### src/rtl/serial_add_ctrl.sv
// serial_add_ctrl: bit-serial add/subtract sequencer.
//
// Time-shares one external full adder across a WIDTH-bit operand pair,
// one bit per clock, LSB first. A front-end requests an operation with
// start; busy is high while bits are being processed, done pulses for one
// cycle when result/ovf have been updated.
//
// Ports:
//   mclk     system clock, all state changes on the rising edge
//   rs       synchronous active-high reset
//   start    operation request, sampled only while idle
//   sub      0 = A+B, 1 = A-B, captured with the operands
//   a_in     operand A, captured on the accepting edge
//   b_in     operand B, captured on the accepting edge
//   fa_a     to full_adder .a
//   fa_b     to full_adder .b
//   fa_cin   to full_adder .cin
//   fa_sum   from full_adder .sum
//   fa_cout  from full_adder .cout
//   busy     high while bits are being processed
//   done     one-cycle pulse, result valid
//   result   [WIDTH-1:0] sum/difference, [WIDTH] carry (add) or borrow (sub)
//   ovf      signed two's-complement overflow of the last operation
module serial_add_ctrl #(
  parameter int WIDTH = 4
) (
  input  logic             mclk,
  input  logic             rs,
  input  logic             start,
  input  logic             sub,
  input  logic [WIDTH-1:0] a_in,
  input  logic [WIDTH-1:0] b_in,
  output logic             fa_a,
  output logic             fa_b,
  output logic             fa_cin,
  input  logic             fa_sum,
  input  logic             fa_cout,
  output logic             busy,
  output logic             done,
  output logic [WIDTH:0]   result,
  output logic             ovf
);

  localparam int CNT_W = (WIDTH > 1) ? $clog2(WIDTH) : 1;
  localparam logic [CNT_W-1:0] CNT_LAST = CNT_W'(WIDTH - 1);

  typedef enum logic [1:0] {
    S_IDLE = 2'd0,
    S_RUN  = 2'd1,
    S_DONE = 2'd2
  } state_t;

  state_t           state_q, state_d;
  logic [WIDTH-1:0] a_sh_q, a_sh_d;
  logic [WIDTH-1:0] b_sh_q, b_sh_d;
  logic [WIDTH-1:0] res_sh_q, res_sh_d;
  logic             sub_q, sub_d;
  logic             carry_q, carry_d;
  logic [CNT_W-1:0] cnt_q, cnt_d;
  logic             busy_q, busy_d;
  logic             done_q, done_d;
  logic [WIDTH:0]   result_q, result_d;
  logic             ovf_q, ovf_d;
  // fa_sum joined on top of the result shifter; the upper WIDTH bits are
  // the shifted value (written this way so WIDTH=1 needs no special case)
  logic [WIDTH:0]   res_cat_s;

  // Full-adder operand drive: only meaningful while running, zero otherwise
  always_comb begin
    fa_a   = 1'b0;
    fa_b   = 1'b0;
    fa_cin = 1'b0;
    if (state_q == S_RUN) begin
      fa_a   = a_sh_q[0];
      fa_b   = b_sh_q[0] ^ sub_q;
      fa_cin = carry_q;
    end else begin
      fa_a   = 1'b0;
      fa_b   = 1'b0;
      fa_cin = 1'b0;
    end
  end

  // Next-state and datapath computation for the sequencer
  always_comb begin
    state_d   = state_q;
    a_sh_d    = a_sh_q;
    b_sh_d    = b_sh_q;
    res_sh_d  = res_sh_q;
    sub_d     = sub_q;
    carry_d   = carry_q;
    cnt_d     = cnt_q;
    busy_d    = busy_q;
    done_d    = done_q;
    result_d  = result_q;
    ovf_d     = ovf_q;
    res_cat_s = {fa_sum, res_sh_q};

    case (state_q)
      S_IDLE: begin
        done_d = 1'b0;
        if (start) begin
          a_sh_d   = a_in;
          b_sh_d   = b_in;
          res_sh_d = '0;
          sub_d    = sub;
          // subtraction is A + ~B + 1: the +1 enters as the initial carry
          carry_d  = sub;
          cnt_d    = '0;
          busy_d   = 1'b1;
          state_d  = S_RUN;
        end else begin
          busy_d  = 1'b0;
          state_d = S_IDLE;
        end
      end
      S_RUN: begin
        a_sh_d   = a_sh_q >> 1;
        b_sh_d   = b_sh_q >> 1;
        res_sh_d = res_cat_s[WIDTH:1];
        carry_d  = fa_cout;
        cnt_d    = cnt_q + CNT_W'(1);
        if (cnt_q == CNT_LAST) begin
          // carry_q is the carry into the MSB stage on this last bit
          result_d = {(sub_q ? ~fa_cout : fa_cout), res_cat_s[WIDTH:1]};
          ovf_d    = carry_q ^ fa_cout;
          busy_d   = 1'b0;
          done_d   = 1'b1;
          state_d  = S_DONE;
        end else begin
          busy_d  = 1'b1;
          done_d  = 1'b0;
          state_d = S_RUN;
        end
      end
      S_DONE: begin
        busy_d  = 1'b0;
        done_d  = 1'b0;
        state_d = S_IDLE;
      end
      default: begin
        busy_d  = 1'b0;
        done_d  = 1'b0;
        state_d = S_IDLE;
      end
    endcase
  end

  // State and output registers with synchronous reset
  always_ff @(posedge mclk) begin
    if (rs) begin
      state_q  <= S_IDLE;
      a_sh_q   <= '0;
      b_sh_q   <= '0;
      res_sh_q <= '0;
      sub_q    <= 1'b0;
      carry_q  <= 1'b0;
      cnt_q    <= '0;
      busy_q   <= 1'b0;
      done_q   <= 1'b0;
      result_q <= '0;
      ovf_q    <= 1'b0;
    end else begin
      state_q  <= state_d;
      a_sh_q   <= a_sh_d;
      b_sh_q   <= b_sh_d;
      res_sh_q <= res_sh_d;
      sub_q    <= sub_d;
      carry_q  <= carry_d;
      cnt_q    <= cnt_d;
      busy_q   <= busy_d;
      done_q   <= done_d;
      result_q <= result_d;
      ovf_q    <= ovf_d;
    end
  end

  assign busy   = busy_q;
  assign done   = done_q;
  assign result = result_q;
  assign ovf    = ovf_q;

endmodule
### config.mk
export PLATFORM = sky130hd
export DESIGN_NAME = serial_add_ctrl
export DESIGN_NICKNAME = d
export VERILOG_FILES = /design/src/rtl/serial_add_ctrl.sv
export SDC_FILE = /design/constraint.sdc
export NUM_CORES = 1
export LEC_CHECK = 0
export ABC_AREA = 1
export CAP_MARGIN = 0
export CORE_AREA = 5 5 53 55
export CTS_BUF_LIST = sky130_fd_sc_hd__clkbuf_4 sky130_fd_sc_hd__clkbuf_8
export CTS_CLUSTER_DIAMETER = 100
export CTS_CLUSTER_SIZE = 28
export DETAILED_ROUTE_END_ITERATION = 8
export DIE_AREA = 0 0 58 60
export GPL_TIMING_DRIVEN = 1
export PLACE_DENSITY_LB_ADDON = 0.1
export SLEW_MARGIN = 30
export SYNTH_ARGS = -nofsm -noshare
export SYNTH_HDL_FRONTEND = slang
export SYNTH_SLANG_ARGS = --single-unit
export TNS_END_PERCENT = 10
### constraint.sdc
create_clock -name mclk -period 1.2 [get_ports mclk]
set_input_delay 0.3 -clock mclk [delete_from_list [all_inputs] [get_ports mclk]]
set_output_delay 0.3 -clock mclk [all_outputs]
set_load 0.005 [all_outputs]
; After elaboration in Yosys (flattened, before gate mapping)
; Index checks and enable logic that the tools add are counted.
; W data, S select, Z words.
[totals]
wordCells = 46
reg_bits = 26
[classes]
add_sub_neg = 1
eq_ne = 3
mux = 21
bitwise = 4
n_reduce_logical = 6
[ops]
columns = cell, n
row1 = $pmux W4 S2, 3
row2 = $mux W4, 3
row3 = $mux W1, 9
row4 = $pmux W2 S2, 2
row5 = $reduce_and A2 Y1, 3
row6 = $mux W2, 2
row7 = $pmux W1 S2, 2
row8 = $add A2 B1 Y2 const B, 1
row9 = $eq A2 B1 Y1 const B, 1
row10 = $eq A2 B2 Y1 const B, 1
row11 = $logic_not A2 Y1, 1
row12 = $ne A2 B2 Y1 const B, 1
row13 = $not A1 Y1, 2
row14 = $reduce_bool A2 Y1, 1
row15 = $reduce_or A2 Y1, 1
row16 = $xor A1 B1 Y1, 2

; Logic depth before layout (Yosys ltp)
[logic_depth]
word_depth = 3
depth_mapped = 8
mapped_depth_nobuf = 6

; Least setup slack after synthesis
; OpenSTA, ideal clock, no wires.
[synth_path]
path_kind = reg2out
from = register state_q[0]
to = output fa_b
n_path_buf = 1
t_required_ns = 0.900
arrival_time_ns = 0.897
stages_incl_launch_ff = 6
path_slack_ns = 0.003
path_cell_list = dfxtp_1 -> buf_6 -> inv_2 -> nor2_4 -> o21ai_0 -> a21oi_1
[synth_between]
elab_chain_len = 2
[synth_rtl]
columns = element, line
row1 = from (decl), 53  ; state_t state_q, state_d;
row2 = from (signal assigned), 164  ; state_q <= state_d;
row3 = $eq A2 B1 Y1, 73  ; if (state_q == S_RUN) begin
row4 = $mux W1, 73
row5 = to (decl), 34  ; output logic fa_b,
; Every way passes these cells.

; Worst setup path in the final report
; Same ends and word-level chain as after synthesis.

==> impl_metrics.yaml <==
status:
  status: "complete, but fails checks"
  violations: "setup timing"
power:
  irDropWorstVdd_uv: 973
  fin_total_pwr_w: 0.00175
  p_seq_share_pct: 48.9
  p_sw_share_pct: 23.7
  p_switching_w: 0.000415
  pwr-share-comb_pct: 17.8
  p_leak_nw: 0.758
  clockPowerShare_pct: 33.2
  p_int_w: 0.00134
  powerDensity_mw_per_mm2: 1150
critical_path:
  timing.rr.start: "state_q[0]$_SDFF_PP0_"
  crit-reg2reg-capture: "b_sh_q[1]$_SDFFE_PP0P_"
  path_cells: "buf_6 > inv_4 > nor2_4 > o21ai_1 > a21oi_1 > buf_2"
  max_stage_delay_ns: 0.37
  startpoint_type: "flop"
  required_ns: 0.90
  critPathSlowestCell: "dfxtp_2"
  worst-setup-path-type: "reg2out"
  cp_max_fo: 2
  r2r_slack_ns: -0.08
  cp-end-kind: "output pin"
  reg2reg_depth: 8
  cp.arrival_ns: 1.18
job:
  drv_cap: 0
routing:
  ant_nets: 0
  via_per_inst: 4.39
  dr.first_iter.drc_count: 19
  drt-total-wl_um: 2360
  drc: 0
  avgRoutedWirePerCell_um: 10.3
  via_count: 1000
  first_pass_iters: 4
grt:
  grt_pass1_vias: 1000
  grt_usage_pct: 14.9
  grt_max_degree: 15
  grt_pass1_wl_um: 4040
  gr-total-overflow: 0
  antenna_found_initial: 0
timing:
  finalWorstSetupSlack_ns: -0.280
  finalHoldViolations: 0
  period_needed_ns: 1.48
  worst_clock_skew_ns: 0.00515
  tns_ns: -1.35
  fmax_mhz: 676
  tightest_slew_ns: 0.188
  maxSlewViolCount: 0
  fin_crit_sh_pct: 123
  rsz0062_at_grt: "yes"
  slew_headroom_pct: 87.5
  setup_viol: 17
place:
  pre_cts_ws_ns: -0.299
  dpl.hpwl_um: 1740
  io_buffer_count: 24
  gp_congestion: 0.752
cts:
  cts_max_level: 1
  cts.clk_slew.worst_paths_ns: 0.14
  cts-root-buf: "clkbuf_4"
  clock_latency_ns: 0.31
  hold_buffers: 0
  cts_tree: "built"
  clock_path_buffers: 2
  cts_made_buffers: 3
  clkSinkCount: 24
finish:
  drive_above_1_share_pct: 24.7
  n_antenna_cell: 0
  fin_nets: 214
  synthToLayoutAreaGrowth_pct: 41.7
  fillers: 227
hold_path:
  hold_path_class: "reg2reg"
  holdPathEnd: "result[1]$_SDFFE_PP0P_"
  min_path_cells: 2
  min-delay-start: "res_sh_q[2]$_SDFFE_PP0P_"
die:
  num_io_pins: 25
  die-area_mm2: 0.00348
  die_h_um: 60
  coreArea_mm2: 0.00234
  start_util_pct: 45.7
  die_width_um: 58
  row_count: 18
synth:
  avgSynthCellArea_um2: 6.82
  ys_ff_latch: 24
  synth_cell_type_count: 18
  synth_fp_nets: 172
  syn_inst: 157
  ys_warn_count: 0
  syn-cell-area_mm2: 0.00107
  ys_seq_area_share_pct: 44.9
[registers in the layout, summed over array words and instances, names as in the netlist]
signal / cells
a_sh_q: 4
b_sh_q: 4
carry_q: 1
cnt_q: 2
done: 1
ovf: 1
res_sh_q: 3
result: 5
state_q: 2
sub_q: 1
[logic make-up (layout without fill, tap and decap cells)]
| group | after synthesis | after routing | share of synthesized area, % |
|---|---|---|---|
| adder cells (fa/ha/maj) | 1 | 1 | 1.17 |
| AO/OA/AOI/OAI | 11 | 11 | 5.37 |
| AND/OR/NAND/NOR | 96 | 96 | 36.6 |
| XOR/XNOR | 2 | 2 | 1.64 |
| buffers and inverters | 23 | 64 | 10.4 |
| flip-flops | 24 | 24 | 44.9 |
[per-stage QoR]
| stage | instances | hold WS [ns] | instance area, um^2 | utilization (%) |
|---|---|---|---|---|
| final | 228 | 0.461 | 1520 | 64.8 |
| after global routing | 228 | 0.488 | 1520 | 64.8 |
| after CTS | 228 | 0.461 | 1520 | 64.8 |
| after detailed placement | 222 | 0.455 | 1430 | 61.0 |
| after global placement | 222 | 0.452 | 1430 | 61.0 |
| after floorplan | 157 | 0.403 | 1070 | - |
[repair_timing]
action                                  in CTS  in global routing
endpoints found under the setup margin      17                 29
endpoints found under the hold margin        0                  0
buffers inserted                             2                  0
pin swaps                                    0                  2
resized for setup                           39                 15
[critical path, delay by kind of cell (launching register included)]
kind / cells / cell delay, ns
flip-flops: 1 / 0.37
buffers and inverters: 3 / 0.26
AO/OA/AOI/OAI: 2 / 0.17
AND/OR/NAND/NOR: 1 / 0.07
[cells in the mapped netlist, drive strengths merged]
master  number  share of area (%)
xor2         2                1.6
a21oi        7                3.3
o21a         1               0.70
buf          6                4.4
inv         17                6.0
ha           1                1.2
nor2        31                 12
nand3       13                6.1
nand2       52                 19
dfxtp       24                 45
o21ai        3                1.4
[cell type report]
type                            instances  area (um^2)  area share (%)
Clock inverter                          1         30.0            1.98
Inverter                               17         66.3            4.37
Sequential cell                        24          490            32.3
Clock buffer                            3         22.5            1.48
Timing Repair Buffer                   43          359            23.7
Multi-Input combinational cell        110          512            33.7
Tap cell                               30         37.5            2.47
[layout by cell type (no fill, tap or decap), types with 2 or more instances in the layout]
| master | count |
|---|---|
| clkdlybuf4s15_1 | 2 |
| buf_4 | 15 |
| nor2_1 | 28 |
| nand2_1 | 50 |
| dfxtp_2 | 8 |
| clkdlybuf4s50_1 | 13 |
| nand3_1 | 13 |
| xor2_1 | 2 |
| nor2_4 | 2 |
| nand2_4 | 2 |
| clkbuf_2 | 6 |
| buf_2 | 2 |
| clkbuf_4 | 3 |
| inv_1 | 15 |
| dfxtp_1 | 16 |
| buf_6 | 4 |
| a21oi_1 | 6 |
[worst max path at each step]
stage	endpoint	depth (start not counted)	slack [ns]	startpoint
floorplan	fa_b	5	0.003	state_q[0]$_SDFF_PP0_
global placement	fa_b	5	-0.28	state_q[0]$_SDFF_PP0_
detailed placement	fa_b	5	-0.30	state_q[0]$_SDFF_PP0_
CTS	fa_b	6	-0.28	state_q[0]$_SDFF_PP0_
global route	fa_b	6	-0.37	state_q[0]$_SDFF_PP0_
finish	fa_b	6	-0.28	state_q[0]$_SDFF_PP0_
[routing by layer]
| layer | GRT usage (%) | share of wire [%] | vias up |
|---|---|---|---|
| met3 | 3.02 | 5.1 | 4 |
| met1 | 17.0 | 47 | 417 |
| met5 | 0 | 0 | - |
| li1 | - | - | 558 |
| met4 | 5.96 | 1.6 | 0 |
| met2 | 27.1 | 47 | 21 |
[power groups by stage]
stage / Sequential [W] / Clock (W) / Combinational (W)
floorplan: 0.000872 / 0 / 0.000156
global placement: 0.000873 / 0 / 0.000282
detailed placement: 0.000875 / 0 / 0.000287
CTS: 0.000857 / 0.000595 / 0.000300
global route: 0.000863 / 0.000634 / 0.000350
finish: 0.000857 / 0.000582 / 0.000313
No activity file was read; power rests on OpenSTA's default activity.
